### src/rtl/tcp_bus_arbiter.sv
// tcp_bus_arbiter
// Shares the single tcpBus command port of the AXI master bridge between
// NUM_REQ requesters. Arbitration is round-robin per transaction. The grant
// stays locked until the write response or the last read beat. The winner's
// data and response streams are then routed to and from the bridge.
//
// Ports
//   clk, reset           : system clock, synchronous active-high reset
//   req_cmd_*            : per-requester command valid/ready/write/addr/size
//   req_wdata_*          : per-requester write beat stream (to bridge)
//   req_rdata_*          : per-requester read beat stream (rdata broadcast)
//   req_rsp_*            : per-requester response pulse, payload broadcast
//   tcpBus_*             : bridge-side command, data and response port
//   grant                : one-hot current owner, 0 when idle
//   abort                : one-cycle pulse when the watchdog kills a transaction
//
// state | meaning
// ------+------------------------------------------------------------
// IDLE  | no owner; arbitrate and accept one command
// WDATA | forwarding write beats from the owner until last
// WRSP  | waiting for the bridge write response
// RDATA | forwarding read beats to the owner until last
module tcp_bus_arbiter #(
    parameter int NUM_REQ = 2,
    parameter int DATA_W  = 128,
    parameter int TIMEOUT = 4096
) (
    input  logic                      clk,
    input  logic                      reset,
    input  logic [NUM_REQ-1:0]        req_cmd_valid,
    output logic [NUM_REQ-1:0]        req_cmd_ready,
    input  logic [NUM_REQ-1:0]        req_cmd_write,
    input  logic [32*NUM_REQ-1:0]     req_addr,
    input  logic [32*NUM_REQ-1:0]     req_size,
    input  logic [NUM_REQ-1:0]        req_wdata_valid,
    output logic [NUM_REQ-1:0]        req_wdata_ready,
    input  logic [NUM_REQ-1:0]        req_wdata_last,
    input  logic [DATA_W*NUM_REQ-1:0] req_wdata,
    output logic [NUM_REQ-1:0]        req_rdata_valid,
    input  logic [NUM_REQ-1:0]        req_rdata_ready,
    output logic [NUM_REQ-1:0]        req_rdata_last,
    output logic [DATA_W-1:0]         req_rdata,
    output logic [NUM_REQ-1:0]        req_rsp_valid,
    output logic [1:0]                req_rsp_payload,
    output logic [31:0]               tcpBus_addr,
    output logic [31:0]               tcpBus_size,
    output logic                      tcpBus_wdata_valid,
    input  logic                      tcpBus_wdata_ready,
    output logic                      tcpBus_wdata_payload_last,
    output logic [DATA_W-1:0]         tcpBus_wdata_payload_fragment,
    input  logic                      tcpBus_rdata_valid,
    output logic                      tcpBus_rdata_ready,
    input  logic                      tcpBus_rdata_payload_last,
    input  logic [DATA_W-1:0]         tcpBus_rdata_payload_fragment,
    input  logic                      tcpBus_rsp_valid,
    input  logic [1:0]                tcpBus_rsp_payload,
    output logic [NUM_REQ-1:0]        grant,
    output logic                      abort
);

    localparam int IDX_W = $clog2(NUM_REQ);
    localparam int WD_W  = (TIMEOUT > 1) ? $clog2(TIMEOUT) : 1;
    localparam logic [WD_W-1:0] WD_LOAD = WD_W'((TIMEOUT > 1) ? TIMEOUT - 1 : 0);
    localparam bit WD_EN = (TIMEOUT != 0);

    typedef enum logic [1:0] {IDLE, WDATA, WRSP, RDATA} state_t;

    state_t             state;
    logic [IDX_W-1:0]   gidx;
    logic [IDX_W-1:0]   rr_ptr;
    logic [31:0]        addr_q;
    logic [31:0]        size_q;
    logic [WD_W-1:0]    wd_cnt;
    logic               abort_q;

    logic               win_found;
    logic [IDX_W-1:0]   win_idx;
    logic [IDX_W-1:0]   win_next;
    logic [NUM_REQ-1:0] win_oh;
    logic [31:0]        win_addr;
    logic [31:0]        win_size;
    logic               win_write;

    logic               g_wvalid;
    logic               g_wlast;
    logic [DATA_W-1:0]  g_wdata;
    logic               g_rready;

    logic               active;
    logic               wdata_hs;
    logic               rdata_hs;
    logic               any_hs;
    logic               finish;

    // Round-robin search: first pass covers indices >= rr_ptr, second pass
    // wraps around to the lower indices.
    always_comb begin
        win_found = 1'b0;
        win_idx   = '0;
        for (int j = 0; j < NUM_REQ; j++) begin
            if (!win_found && req_cmd_valid[j] && (IDX_W'(j) >= rr_ptr)) begin
                win_found = 1'b1;
                win_idx   = IDX_W'(j);
            end
        end
        for (int j = 0; j < NUM_REQ; j++) begin
            if (!win_found && req_cmd_valid[j]) begin
                win_found = 1'b1;
                win_idx   = IDX_W'(j);
            end
        end
    end

    always_comb begin
        win_oh        = '0;
        win_next      = '0;
        win_addr      = '0;
        win_size      = '0;
        win_write     = 1'b0;
        req_cmd_ready = '0;
        g_wvalid      = 1'b0;
        g_wlast       = 1'b0;
        g_wdata       = '0;
        g_rready      = 1'b0;
        for (int j = 0; j < NUM_REQ; j++) begin
            if (win_idx == IDX_W'(j)) begin
                win_oh[j]        = 1'b1;
                win_next         = (j == NUM_REQ - 1) ? '0 : IDX_W'(j + 1);
                win_addr         = req_addr[32*j +: 32];
                win_size         = req_size[32*j +: 32];
                win_write        = req_cmd_write[j];
                req_cmd_ready[j] = (state == IDLE) && win_found;
            end
            if (gidx == IDX_W'(j)) begin
                g_wvalid = req_wdata_valid[j];
                g_wlast  = req_wdata_last[j];
                g_wdata  = req_wdata[DATA_W*j +: DATA_W];
                g_rready = req_rdata_ready[j];
            end
        end
    end

    // During the abort cycle all bridge handshakes are suppressed so that no
    // beat slips through while the owner is being released.
    assign active = !abort_q;

    assign tcpBus_addr                   = addr_q;
    assign tcpBus_size                   = size_q;
    assign tcpBus_wdata_valid            = (state == WDATA) && active && g_wvalid;
    assign tcpBus_wdata_payload_last     = (state == WDATA) && g_wlast;
    assign tcpBus_wdata_payload_fragment = g_wdata;
    assign tcpBus_rdata_ready            = (state == RDATA) && active && g_rready;

    assign req_wdata_ready = ((state == WDATA) && active && tcpBus_wdata_ready) ? grant : '0;
    assign req_rdata_valid = ((state == RDATA) && active && tcpBus_rdata_valid) ? grant : '0;
    assign req_rdata_last  = ((state == RDATA) && active && tcpBus_rdata_payload_last) ? grant : '0;
    assign req_rdata       = tcpBus_rdata_payload_fragment;

    // grant is zero in IDLE, so a stray bridge response is dropped there.
    assign req_rsp_valid   = (abort_q || tcpBus_rsp_valid) ? grant : '0;
    assign req_rsp_payload = abort_q ? 2'b10 : tcpBus_rsp_payload;
    assign abort           = abort_q;

    assign wdata_hs = tcpBus_wdata_valid && tcpBus_wdata_ready;
    assign rdata_hs = tcpBus_rdata_valid && tcpBus_rdata_ready;
    assign any_hs   = wdata_hs || rdata_hs || tcpBus_rsp_valid;
    assign finish   = ((state == WRSP) && tcpBus_rsp_valid) ||
                      (rdata_hs && tcpBus_rdata_payload_last);

    always_ff @(posedge clk) begin
        if (reset) begin
            state   <= IDLE;
            grant   <= '0;
            gidx    <= '0;
            rr_ptr  <= '0;
            addr_q  <= '0;
            size_q  <= '0;
            wd_cnt  <= '0;
            abort_q <= 1'b0;
        end else begin
            case (state)
                IDLE: begin
                    abort_q <= 1'b0;
                    if (win_found) begin
                        addr_q <= win_addr;
                        size_q <= win_size;
                        grant  <= win_oh;
                        gidx   <= win_idx;
                        rr_ptr <= win_next;
                        wd_cnt <= WD_LOAD;
                        state  <= win_write ? WDATA : RDATA;
                    end
                end
                default: begin
                    if (abort_q) begin
                        abort_q <= 1'b0;
                        grant   <= '0;
                        state   <= IDLE;
                    end else begin
                        if (finish) begin
                            grant <= '0;
                            state <= IDLE;
                        end else if (wdata_hs && tcpBus_wdata_payload_last) begin
                            state <= WRSP;
                        end
                        // Down-counter; abort is registered one cycle after
                        // reaching terminal count so it lands on cycle TIMEOUT.
                        if (any_hs) begin
                            wd_cnt <= WD_LOAD;
                        end else if (WD_EN && (wd_cnt <= WD_W'(1))) begin
                            abort_q <= 1'b1;
                        end else begin
                            wd_cnt <= wd_cnt - WD_W'(1);
                        end
                    end
                end
            endcase
        end
    end

endmodule

### config.mk
export PLATFORM = sky130hd
export DESIGN_NAME = tcp_bus_arbiter
export DESIGN_NICKNAME = d
export VERILOG_FILES = /design/src/rtl/tcp_bus_arbiter.sv
export SDC_FILE = /design/constraint.sdc
export NUM_CORES = 1
export LEC_CHECK = 0
export CORE_AREA = 3 3 339 341
export CTS_BUF_LIST = sky130_fd_sc_hd__clkbuf_4
export DETAILED_ROUTE_END_ITERATION = 16
export DIE_AREA = 0 0 342 344
export PLACE_DENSITY_LB_ADDON = 0.05
export SETUP_SLACK_MARGIN = 0.1
export SKIP_CTS_REPAIR_TIMING = 1
export SLEW_MARGIN = 25
export SYNTH_ARGS = -nofsm -noshare
export SYNTH_HDL_FRONTEND = slang
export SYNTH_SLANG_ARGS = --single-unit
### constraint.sdc
create_clock -name clk -period 4 [get_ports clk]
set_clock_uncertainty 0.15 [all_clocks]
set_input_delay 0.8 -clock clk [delete_from_list [all_inputs] [get_ports clk]]
set_output_delay 0.8 -clock clk [all_outputs]
set_load 0.1 [all_outputs]
### Yosys cells after proc, flatten, opt, wreduce, memory -nomap -nowiden

Cells that the tools add are included.

| operators by class | value |
|---|---|
| add/sub/neg operators | 1 |
| magnitude comparators | 3 |
| eq/ne operators | 6 |
| muxes and demuxes | 39 |
| reductions and logical operators | 35 |

Operators by type and width:

| cell | count |
|---|---|
| $mux 128 | 1 |
| $mux 32 | 2 |
| $mux 12 | 5 |
| $mux 2 | 15 |
| $logic_and 1x1->1 | 19 |
| $mux 1 | 16 |
| $le 12x1->1 const B | 1 |
| $sub 12x1->12 const B | 1 |
| $reduce_and 2->1 | 3 |
| $eq 2x2->1 const B | 2 |
| $logic_not 1->1 | 4 |
| $logic_or 1x1->1 | 4 |
| $reduce_bool 4->1 | 1 |
| $reduce_or 4->1 | 1 |
| $ne 3x3->1 const B | 1 |
| $reduce_and 3->1 | 1 |
| $reduce_bool 3->1 | 1 |
| $eq 2x1->1 const B | 1 |
| $ge 1x1->1 const A | 2 |
| $logic_not 2->1 | 1 |
| $ne 2x1->1 const B | 1 |
| $ne 2x2->1 const B | 1 |

| word-level totals | value |
|---|---|
| register bits | 83 |
| input port bits | 530 |
| output and inout port bits | 338 |
| logic and storage cells | 92 |

### Depth between registers and ports, before layout

Gate-level depths: netlist of run 1.

| logic depth | value |
|---|---|
| depth in word-level cells | 17 |
| gate-level depth with buffers | 7 |
| depth with buffers taken out | 7 |

### Worst setup path after synthesis of run 1

Ideal clock, no wire load.

| timing | value |
|---|---|
| path kind | reg-to-output |
| start point | register abort_q (netlist: abort) |
| end point | output port tcpBus_rdata_ready |
| data arrival time | 3,054 ps |
| required time | 3,050 ps |
| slack | -4 ps |
| stages on the path, launching flop included | 3 |
| path buffers | 1 |
| cell sequence | dfxtp_1 -> clkbuf_1 -> nor3_1 |

| on the way | value |
|---|---|
| cells in the longest elaborated chain, start to end | 3 |

RTL lines:

| item | RTL line | source |
|---|---|---|
| from (decl) | 74 | `logic abort_q;` |
| from (signal assigned) | 179 | `abort_q <= 1'b0;` |
| from (signal assigned) | 183 | `abort_q <= 1'b0;` |
| from (signal assigned) | 196 | `abort_q <= 1'b0;` |
| $logic_not 1->1 | 145 | `assign active = !abort_q;` |
| $logic_and 1x1->1 (2 in a row) | 152 | `assign tcpBus_rdata_ready = (state == RDATA) && active && g_rready;` |
| to (decl) | 52 | `output logic tcpBus_rdata_ready,` |

No other way between the ends.

### Worst setup path in the final report of run 1

| timing | value |
|---|---|
| start point | register grant[0] |
| end point | output port grant[0] |

RTL lines:

| item | RTL line | source |
|---|---|---|
| from (decl) | 57 | `output logic [NUM_REQ-1:0] grant,` |
| from (signal assigned) | 187 | `grant <= win_oh;` |

No word-level cell between the ends.

==> metrics.md, run 1 <==
| Metric | Value |
|---|---|
| Worst hold path class | `reg -> reg` |
| Yosys cell types | `46` |
| Type of origin of the critical path | `flip-flop` |
| First-pass GRT wire length | `around 90000 µm` |
| Post-Synthesis Cells | `approximately 650` |
| Setup WS pre-CTS | `between 500 and 600 ps` |
| CP Max Fanout | `6` |
| Root Driver | `clkbuf_4` |
| Final worst-path cycle share | `between 80% and 90%` |
| Leading area contributor after synthesis | `dfxtp_1` |
| Routed vias/inst | `2.789` |
| Yosys warns | `0` |
| Prevailing post-synth register cell | `dfxtp_1` |
| Fraction of layout cells with a size suffix above 1 | `29.17%` |
| Fmax | `around 300 MHz` |
| GRT Total Usage | `between 10% and 20%` |
| Slew Viols, Final | `0` |
| Clk sinks | `83` |
| Initial antenna violation count | `31` |
| Final setup viols | `0` |
| Final ANT Viol Nets | `0` |
| Post-Syn Area per Cell | `about 9.2 µm²` |
| Commonest cells post-synth | `128 x buf_4, 128 x mux2_2, 84 x nor2_1, 83 x dfxtp_1, 64 x a222oi_1` |
| Placed inst area | `between 10000 and 15000 µm²` |
| Setup_tns | `0 ps` |
| GP Congestion | `between 0.7 and 0.8` |
| MaxCap Viol Count | `0` |
| Critical-path top delay cell | `clkdlybuf4s50_1` |
| Largest delay share family, worst path | `buffers and inverters` |
| Slew headroom | `27.27%` |
| Syn Nets | `between 1000 and 1500` |
| Slew @ Worst Pin | `1088 ps` |
| WHS | `345.8 ps` |
| Slowest Stage Delay on Critical Path | `1210 ps` |
| Area Overhead vs Synth | `117.6%` |
| Final hold violations | `0` |
| RSZ-0062 raised after global routing | `no` |
| Top post-synthesis cells by area | `dfxtp_1 28%, mux2_2 24%, buf_4 16%` |
| Worst setup EP type | `output pin` |
| Worst-path cell chain | `clkdlybuf4s50_1` |
| Leakage power total | `4.404 nW` |
| Initial Utilization | `under 10%` |
| Num CTS Buffers | `9` |
| Post-synth EDFFs | `0` |
| Vias in the first global route | `just under 8000` |
| Register area share after synthesis | `around 28%` |
| Worst path bufs/invs | `1` |
| DR vias | `7312` |
| I/O pins | `between 800 and 900` |
| Grt ovf | `0` |
| Post-synthesis async set-or-reset flop share | `0%` |
| Synth Register Bits | `83` |
| Post-DP HPWL | `66240 µm` |
| Fin area | `12860 µm²` |
| Outcome | `completed` |
| Setup CP Type | `reg -> out` |
| DR iter-0 viols | `between 400 and 500` |
| Fin util | `approximately 11%` |
| Min Tclk post-route | `approximately 3300 ps` |
| Largest net degree at the start of global routing | `76` |
| Detailed Route WL | `~76000 µm` |
| H-tree levels | `3` |
| Clock tree buffer depth | `2` |
| WL/cell | `between 20 and 30 µm` |
| DR DRC count | `0` |
| 1st-pass router iterations | `8` |
| Reg clk slew, reported paths | `roughly 190 ps` |
| Die height | `~340 µm` |
| CTS tree | `yes` |
| Die width | `between 300 and 400 µm` |
| Final setup margin | `667.6 ps` |
| I/O Buffers | `~610` |
| Mapped Area | `5909 µm²` |
| Row count | `~120` |
| Post-synth top area share | `between 20% and 30%` |
| Max VDD drop | `around 0.17 mV` |
| Core ar. | `~110000 µm²` |
| Critical Path RT | `just over 3000 ps` |
| Final net count | `approximately 1600` |
| P per Cell Area | `a little under 500 nW/µm²` |
| Die area | `~120000 µm²` |
| Clk_lat worst skew | `~580 ps` |
| Critical Path AT | `2380 ps` |
-- per-stage QoR --
step | power, mW | cells
CTS | 6.532 | 2614
floorplan | 4.630 | 645
finish | 6.310 | 2622
global route | 6.638 | 2617
detailed placement | 5.744 | 2598
global placement | 5.768 | 2598
-- power by group --
group / switching (mW) / internal [mW] / leakage (nW) / total [mW]
logic: 3.27 / 1.21 / 3.63 / 4.49
clock network: 0.434 / 0.259 / 0.0927 / 0.694
registers: 0.143 / 0.988 / 0.686 / 1.13
-- path summary, 6_finish.rpt --
path                            startpoint   endpoint  slack, ps  cells after the start
worst max-delay path              grant[0]   grant[0]        670                      1
worst max register to register        gidx  wd_cnt[6]       1250                      7
worst min register to register   wd_cnt[7]  wd_cnt[7]        350                      2
worst min-delay path             wd_cnt[7]  wd_cnt[7]        350                      2
-- final cells by class --
| cell class | instances | area (µm²) |
|---|---|---|
| antenna | 8 | 20.02 |
| fill | 12850 | 99340 |
| timing repair buffer | 630 | 5988 |
| tap | 1500 | 1877 |
| clock buffer | 9 | 67.56 |
| sequential | 83 | 1665 |
| multi-input combinational | 381 | 3124 |
| clock inverter | 7 | 98.84 |
| inverter | 4 | 15.01 |
-- state kept, by name (all words and copies together), names as in the netlist --
| signal | cells |
|---|---|
| abort | 1 |
| state | 2 |
| gidx | 1 |
| grant | 2 |
| wd_cnt | 12 |
| rr_ptr | 1 |
| tcpBus_addr | 32 |
| tcpBus_size | 32 |
-- cell families after synthesis --
logic type / count (synthesis) / share of synthesized area (%)
buffers and inverters: 181 / 19.65
DFF: 83 / 28.12
muxes: 132 / 25.07
AOI/OAI and AO/OA: 106 / 15.65
and+or+nand+nor: 141 / 11.09
adders and majority gates: 2 / 0.4234
-- cell usage in the layout (no fill, tap or decap), types with 2 or more instances in the layout --
cell and n:
bufinv_16 2, and2_1 2, buf_12 8, nor3_1 8, clkbuf_4 9, clkdlybuf4s50_1 464, nand3_1 3, inv_6 2
o311ai_0 2, or2_2 4, nor4_1 4, clkinv_2 2, nand2_1 12, o31ai_1 4, or3_1 3, dfxtp_1 82
and3_1 5, ha_1 2, o32ai_1 3, nor2b_1 5, mux2i_1 4, nand2b_1 2, a222oi_1 64, buf_4 157
diode_2 8, o21ai_0 3, o211ai_1 2, o22ai_1 2, or4_1 2, nor4_2 2, o21bai_1 2, mux2_2 128
inv_1 3, nor2_1 83, a21oi_1 13
-- layer usage --
layer | track usage [%] | share of wire [%] | up-vias | routed length [µm]
li1 | - | - | 3210 | -
met1 | 12.54 | 35 | 3469 | 26350
met2 | 22.87 | 53 | 473 | 40180
met3 | 5.464 | 10 | 150 | 7788
met4 | 3.281 | 2.6 | 10 | 1947
met5 | 0 | 0.089 | - | 68
No activity file was read; power rests on OpenSTA's default activity.
==> run 2: changes to the inputs <==
--- a/config.mk
+++ b/config.mk
@@ -5,10 +5,10 @@
 export SDC_FILE = /design/constraint.sdc
 export NUM_CORES = 1
 export LEC_CHECK = 0
-export CORE_AREA = 3 3 339 341
+export CORE_AREA = 3 3 333 335
 export CTS_BUF_LIST = sky130_fd_sc_hd__clkbuf_4
 export DETAILED_ROUTE_END_ITERATION = 16
-export DIE_AREA = 0 0 342 344
+export DIE_AREA = 0 0 336 338
 export PLACE_DENSITY_LB_ADDON = 0.05
 export SETUP_SLACK_MARGIN = 0.1
 export SKIP_CTS_REPAIR_TIMING = 1
==> constraint.sdc (replaced) <==
create_clock -name clk -period 3.2 [get_ports clk]
set_clock_uncertainty 0.15 [all_clocks]
set_input_delay 0.64 -clock clk [delete_from_list [all_inputs] [get_ports clk]]
set_output_delay 0.64 -clock clk [all_outputs]
set_load 0.1 [all_outputs]
==> run 2 against run 1 <==
Effect of this change:
- critical path type unchanged
- wire length decreased by 6.1%
- global-route usage decreased by 0.32 points
- critical endpoint is now req_cmd_ready[0]
- largest cell class unchanged
- sequential share of layout area decreased by 1.4 points
==> metrics.md, run 2 (synthesis gave the netlist of run 1 again) <==
| Metric | Value |
|---|---|
| R2R Path Start | `gidx` |
| I/O pins | `868` |
| H-tree levels | `3` |
| Grt ovf | `0` |
| CTS tree | `yes` |
| DR vias | `just over 7000` |
| Die area | `between 100000 and 150000 µm²` |
| Final ANT Viol Nets | `0` |
| DR iter-0 viols | `slightly below 500` |
| GRT Total Usage | `12.02%` |
| Fin util | `13.30%` |
| Outcome | `completed` |
| Critical Path RT | `between 2000 and 2500 ps` |
| Hold path cells | `2` |
| Reg clk slew, reported paths | `approximately 180 ps` |
| Core ar. | `~110000 µm²` |
| Final setup viols | `0` |
| Row count | `between 100 and 150` |
| Worst-path cell chain | `or2_4 > buf_4 > a211oi_4 > buf_12` |
| Final hold violations | `0` |
| MaxCap Viol Count | `0` |
| Initial antenna violation count | `12` |
| Fraction of layout cells with a size suffix above 1 | `a little over a third` |
| Worst hold path class | `reg -> reg` |
| Commonest non-fill, non-tap cell in the layout | `clkdlybuf4s50_1` |
| R2r endpoint | `wd_cnt[5]` |
| Largest net degree at the start of global routing | `just over 60` |
| Routed vias/inst | `roughly 2.8` |
| WHS Endpoint | `wd_cnt[7]` |
| I/O Buffers | `a little over 600` |
| Total power | `8.463 mW` |
| Num CTS Buffers | `9` |
| GP Congestion | `0.7002` |
| Worst setup EP type | `output pin` |
| FILL cells | `between 10000 and 15000` |
| Detailed Route WL | `between 70000 and 80000 µm` |
| Final net count | `roughly 1700` |
| Most frequent cells in the layout | `400 x clkdlybuf4s50_1, 144 x buf_12, 128 x mux2_2` |
| Clk sinks | `between 80 and 90` |
| Slowest Stage Delay on Critical Path | `roughly 420 ps` |
| Critical-path top delay cell | `dfxtp_1` |
| R2R Setup Slk | `approximately 400 ps` |
| Min Tclk post-route | `between 2000 and 3000 ps` |
| Die height | `approximately 340 µm` |
| Seq pwr share | `roughly 17%` |
| Slew @ Worst Pin | `~580 ps` |
| Initial Utilization | `5.452%` |
| NetSw | `around 4.9 mW` |
| HP Start | `wd_cnt[7]` |
| Max VDD drop | `about 0.19 mV` |
| First-pass GRT wire length | `roughly 87000 µm` |
| 1st-pass router iterations | `5` |
| Logic pwr share | `between 70 and 80%` |
| WL/cell | `about 28 µm` |
| Final setup margin | `between 200 and 300 ps` |
| Slew Viols, Final | `0` |
| Type of origin of the critical path | `flip-flop` |
| Leakage power total | `5.194 nW` |
| CP Max Fanout | `7` |
| Largest delay share family, worst path | `buffers and inverters` |
| Root Driver | `clkbuf_4` |
| RSZ-0062 raised after global routing | `no` |
| Post-DP HPWL | `approximately 63000 µm` |
| Switching share of total power | `~58%` |
| P per Cell Area | `between 500 and 600 nW/µm²` |
| Vias in the first global route | `roughly 7700` |
| Setup_tns | `0 ps` |
| WHS | `roughly 350 ps` |
| Setup WS pre-CTS | `between 100 and 150 ps` |
| Clock tree buffer depth | `2` |
| Clock power frac | `under 10%` |
| Area Overhead vs Synth | `144.0%` |
| Reg2Reg Depth | `8` |
| Pint | `roughly 3.5 mW` |
| Die width | `between 300 and 400 µm` |
| Slew headroom | `61.08%` |
| Clk_lat worst skew | `between 500 and 600 ps` |
| Fmax | `339.7 MHz` |
| Worst path bufs/invs | `2` |
| Final worst-path cycle share | `slightly above 90%` |
| Setup CP Type | `reg -> out` |
| DR DRC count | `0` |
| Critical Path AT | `2150 ps` |
==> run 2: cell count changes in the layout (fill, tap and decap cells not counted), moves of 2 or more <==
cell / change
buf_12: +136
clkdlybuf4s50_1: -64
buf_4: -60
diode_2: -3
buf_16: +2
clkinv_2: -2
clkinv_4: +2
nor2b_1: -2
nor2b_2: +2
==> run 2: worst max-delay path by stage <==
stage / startpoint / to / slack (ps) / cells past startpoint
finish: state[1] / req_cmd_ready[0] / 260 / 4
global route: state[1] / req_cmd_ready[0] / 80 / 4
CTS: gidx / tcpBus_wdata_payload_fragment[106] / -110 / 3
detailed placement: req_rdata_ready[1] / wd_cnt[5] / 130 / 7
global placement: req_cmd_valid[0] / req_cmd_ready[1] / -360 / 6
floorplan: abort / tcpBus_rdata_ready / -640 / 2
==> run 2: worst reg2reg max path, delay by kind of cell (launching register included) <==
family                 cells  cell delay, ps
and+or+nand+nor            2             730
AOI/OAI and AO/OA          2             530
buffers and inverters      3             540
muxes                      1             320
DFF                        1             440
==> run 2: metal layers <==
| layer | GRT usage (%) | routed length [µm] |
|---|---|---|
| met5 | 0 | 23 |
| met2 | 22.49 | 38250 |
| met4 | 3.864 | 2046 |
| met1 | 11.78 | 24120 |
| met3 | 5.385 | 7248 |
==> run 2: final cells by class <==
cell class / count / area [µm²] / area share [%]
Timing Repair Buffer: 644 / 7681 / 53.27
Sequential cell: 83 / 1667 / 11.56
Multi-Input combinational cell: 381 / 3132 / 21.72
Clock inverter: 7 / 76.32 / 0.5293
Inverter: 4 / 15.01 / 0.1041
Tap cell: 1414 / 1769 / 12.27
Clock buffer: 9 / 67.56 / 0.4685
Antenna cell: 5 / 12.51 / 0.08677
==> run 2: power by group through the flow <==
stage               clock (mW)  sequential, mW  combinational (mW)
global route             0.889            1.44                6.54
finish                   0.776            1.41                6.27
detailed placement           0            1.44                6.37
global placement             0            1.44                6.38
floorplan                    0            2.41                3.38
CTS                      0.874            1.42                6.39
==> run 2: through the flow <==
step	area [µm²]	instances
global placement	14150	2517
CTS	14330	2534
floorplan	5914	645
global route	14420	2547
finish	14420	2547
detailed placement	14180	2518
